==> src/rtl/nand_tt_pkg.sv <==
// Shared types and helpers for the 2-input NAND truth-table checker.
package nand_tt_pkg;

  typedef enum logic [2:0] {
    IDLE,
    DRIVE,
    SETTLE,
    SAMPLE,
    DONE
  } state_e;

  localparam int unsigned NUM_VEC = 4;
  localparam int unsigned IDX_W   = 2;
  localparam int unsigned CNT_W   = 4;

  // Golden response of the gate under test.
  function automatic logic nand_exp(input logic a, input logic b);
    return ~(a & b);
  endfunction

endpackage

==> src/rtl/nand_tt_timer.sv <==
// Loadable down-counter that times the settle window between drive and sample.
module nand_tt_timer
  import nand_tt_pkg::*;
(
  input  logic             clk,
  input  logic             rst_n,
  input  logic             load,
  input  logic             en,
  input  logic [CNT_W-1:0] load_val,
  output logic             zero_c
);

  logic [CNT_W-1:0] cnt_q;

  always_ff @(posedge clk or negedge rst_n) begin
    if (!rst_n) begin
      cnt_q <= '0;
    end else if (load) begin
      cnt_q <= load_val;
    end else if (en && (cnt_q != '0)) begin
      cnt_q <= cnt_q - CNT_W'(1);
    end
  end

  // High in the enabled cycle whose decrement brings the count to zero.
  assign zero_c = en && (cnt_q <= CNT_W'(1));

endmodule

==> config.mk <==
export PLATFORM = sky130hd
export DESIGN_NAME = nand_tt_timer
export DESIGN_NICKNAME = d
export VERILOG_FILES = /design/src/rtl/nand_tt_pkg.sv /design/src/rtl/nand_tt_timer.sv
export SDC_FILE = /design/constraint.sdc
export NUM_CORES = 1
export LEC_CHECK = 0
export CAP_MARGIN = 20
export CORE_AREA = 4 4 41 43
export DETAILED_ROUTE_END_ITERATION = 10
export DIE_AREA = 0 0 45 47
export HOLD_SLACK_MARGIN = 0.12
export PLACE_DENSITY_LB_ADDON = 0.12
export SLEW_MARGIN = 5
export SYNTH_ARGS = -nofsm -noshare
export SYNTH_HDL_FRONTEND = slang
export SYNTH_SLANG_ARGS = --single-unit
==> constraint.sdc <==
create_clock -name clk -period 3.2 [get_ports clk]
set_clock_uncertainty 0.05 [all_clocks]
set_input_delay 0.64 -clock clk [delete_from_list [all_inputs] [get_ports clk]]
set_output_delay 0.64 -clock clk [all_outputs]
set_load 0.03 [all_outputs]
==> results of run 1 <==
[worst min-delay path by stage]
stage / endpoint / slack, ps
3_5_place_dp: cnt_q[1] / 540
4_1_cts: cnt_q[2] / 550
5_1_grt: cnt_q[2] / 570
6_report: cnt_q[2] / 550
2_1_floorplan: cnt_q[0] / 290
3_3_place_gp: cnt_q[1] / 550
[Yosys cell counts (2+ instances only)]
master | count | area (um^2)
a21oi_1 | 4 | 20.0
dfrtp_1 | 4 | 100
ha_1 | 3 | 37.5
inv_1 | 3 | 11.3
nand2_1 | 4 | 15.0
nor4b_1 | 2 | 17.5
[kinds of logic after synthesis]
| kind of cell | Yosys count |
|---|---|
| AO/OA/AOI/OAI | 9 |
| adder cells (fa/ha/maj) | 3 |
| buffers and inverters | 4 |
| flip-flops | 4 |
| AND/OR/NAND/NOR | 12 |
[routing by layer]
metal	global-route usage, %	routed length [um]	vias up
met2	12.1	343	11
met4	3.51	0	0
li1	-	-	134
met3	7.66	70	0
met1	8.74	293	128
met5	0	0	-
[worst max-delay path, cell delays in order]
cell             delay (ps)
clkdlybuf4s50_1         580
nor4b_1                 280
clkdlybuf4s50_1         730
[per-stage QoR]
step	hold slack, ps	instance area (um^2)
finish	546	407
global route	567	407
CTS	549	407
detailed placement	541	384
global placement	548	384
floorplan	294	289
[power by group]
| group | total (mW) | leakage [nW] | internal (mW) | switching (mW) |
|---|---|---|---|---|
| clock | 0.0637 | 0.0138 | 0.0420 | 0.0217 |
| combinational | 0.0425 | 0.106 | 0.0230 | 0.0195 |
| sequential | 0.0636 | 0.0468 | 0.0568 | 0.00685 |
[placed cells by master, fill, tap and decap left out, drive strengths merged]
cell / netlist / final
a211o: 1 / 1
a21oi: 4 / 4
a31o: 1 / 1
and3: 1 / 1
clkbuf: 1 / 3
clkdlybuf4s50: 0 / 8
dfrtp: 4 / 4
ha: 3 / 3
inv: 3 / 3
nand2: 4 / 4
nand2b: 1 / 1
nor2: 1 / 1
nor2b: 1 / 1
nor3: 1 / 1
nor4b: 2 / 2
o21ai: 1 / 1
o311ai: 1 / 1
o31a: 1 / 1
or3b: 1 / 1
[final cells by class]
class / instances / area [um^2]
fill: 149 / 895
multi-input combinational: 24 / 174
sequential: 4 / 100
timing repair buffer: 8 / 80.1
clock buffer: 3 / 22.5
tap: 15 / 18.8
inverter: 3 / 11.3
==> flow_summary.json, run 1 <==
{
  "synth_compound_area_share_pct": 20.8,
  "yosys.area_share.simple_pct": 26.4,
  "ant_nets": 0,
  "ys.flop_type": "dfrtp_1",
  "peakVddDrop_uv": 243,
  "drtIter0Drc": 9,
  "avgSynthCellArea_um2": 9.03,
  "port_buffers": 8,
  "cts.path.max_buffers": 2,
  "fin_nets": 55,
  "grt_usage_pct": 8.49,
  "drtPass1Iterations": 4,
  "die_h_um": 47,
  "setup_viol": 0,
  "p_leak_nw": 0.167,
  "final_cells": 57,
  "largest_reg_flops": 4,
  "io_pins": 9,
  "htreeDepth": 1,
  "antennaDiodeCount": 0,
  "critPathLaunchType": "input port",
  "grt_max_degree": 10,
  "yosys_warnings": 0,
  "numCtsBuffers": 3,
  "drive_gt1_share_pct": 14.3,
  "core_mm2": 0.00130,
  "max-cap-violations": 0,
  "place_congestion": 0.787,
  "ff2ff_path_depth": 5,
  "finalHoldViolations": 0,
  "r2r-start": "cnt_q[0]",
  "tritoncts": "done",
  "path_clk_slew_ps": 40,
  "clock_sinks": 4,
  "grt_pass1_wl_um": 1180,
  "hold_class": "input port to asynchronous set/reset pin",
  "period_needed_ps": 2910,
  "routed_wl_um": 707,
  "critical_path.endpoint_type": "primary output",
  "ys_types": 18,
  "die_area_mm2": 0.00212,
  "critPathRequiredTime_ps": 2510,
  "setup_tns_ps": 0,
  "synth-adder-area-share_pct": 13.0,
  "synthMuxAreaShare_pct": 0,
  "p_total_mw": 0.170,
  "top_regs": "cnt_q x4",
  "tightest_slew_ps": 408,
  "via_per_inst": 4.79,
  "synthCells": 32,
  "relSlewSlack_pct": 72.4,
  "dp_hpwl_um": 561,
  "die_w_um": 45,
  "cts_hold_buf": 0,
  "fmax_ghz": 0.343,
  "crit_fanout": 7,
  "grt_antenna_before_repair": 0,
  "ys_ff_latch": 4,
  "syn_nets": 43,
  "critPathCapture": "zero_c",
  "rsz0062_at_grt": "no",
  "r2r_slack_ps": 1460,
  "setup_ws_ps": 286,
  "status": "finished, final reports clean",
  "regMostFlops": "cnt_q",
  "synth_top_family_by_area": "simple AND/OR/NAND/NOR gates",
  "drc": 0,
  "clock_latency_ps": 240,
  "routedWlPerCell_um": 12.4,
  "cts_root_buf": "clkbuf_4",
  "synth_edf_count": 0,
  "cts_resized": 0,
  "row_count": 13,
  "critPathArrivalTime_ps": 2220,
  "post-route-period-util_pct": 91.1,
  "final_util_pct": 31.3,
  "place_inst": 54,
  "power_density_mw_per_mm2": 418,
  "syn_to_final_growth_pct": 40.7,
  "synth_xor_area_share_pct": 0,
  "initial_utilization_pct": 22.2,
  "overflow": 0,
  "first_global_vias": 259,
  "syn_area_um2": 289,
  "maxSlewViolCount": 0,
  "vias": 273,
  "dp_slack_ps": 323,
  "postCtsSetupRepairBufs": 0,
  "critPathKind": "input port to primary output",
  "crit_start": "en",
  "reg2reg_to": "cnt_q[0]",
  "async_flop_share_pct": 100,
  "synth_seq_area_share_pct": 34.6
}
Note: power is estimated with default switching activity, not from simulation.
==> run 2: changes to the inputs <==
SLEW_MARGIN = 15   (was 5)
==> results of run 2 <==
The final DEF is identical to that of run 1; final timing and power are the same.
==> run 3: changes to the inputs <==
CAP_MARGIN = 0   (was 20)
==> results of run 3 <==
The final DEF is identical to that of run 1; final timing and power are the same.
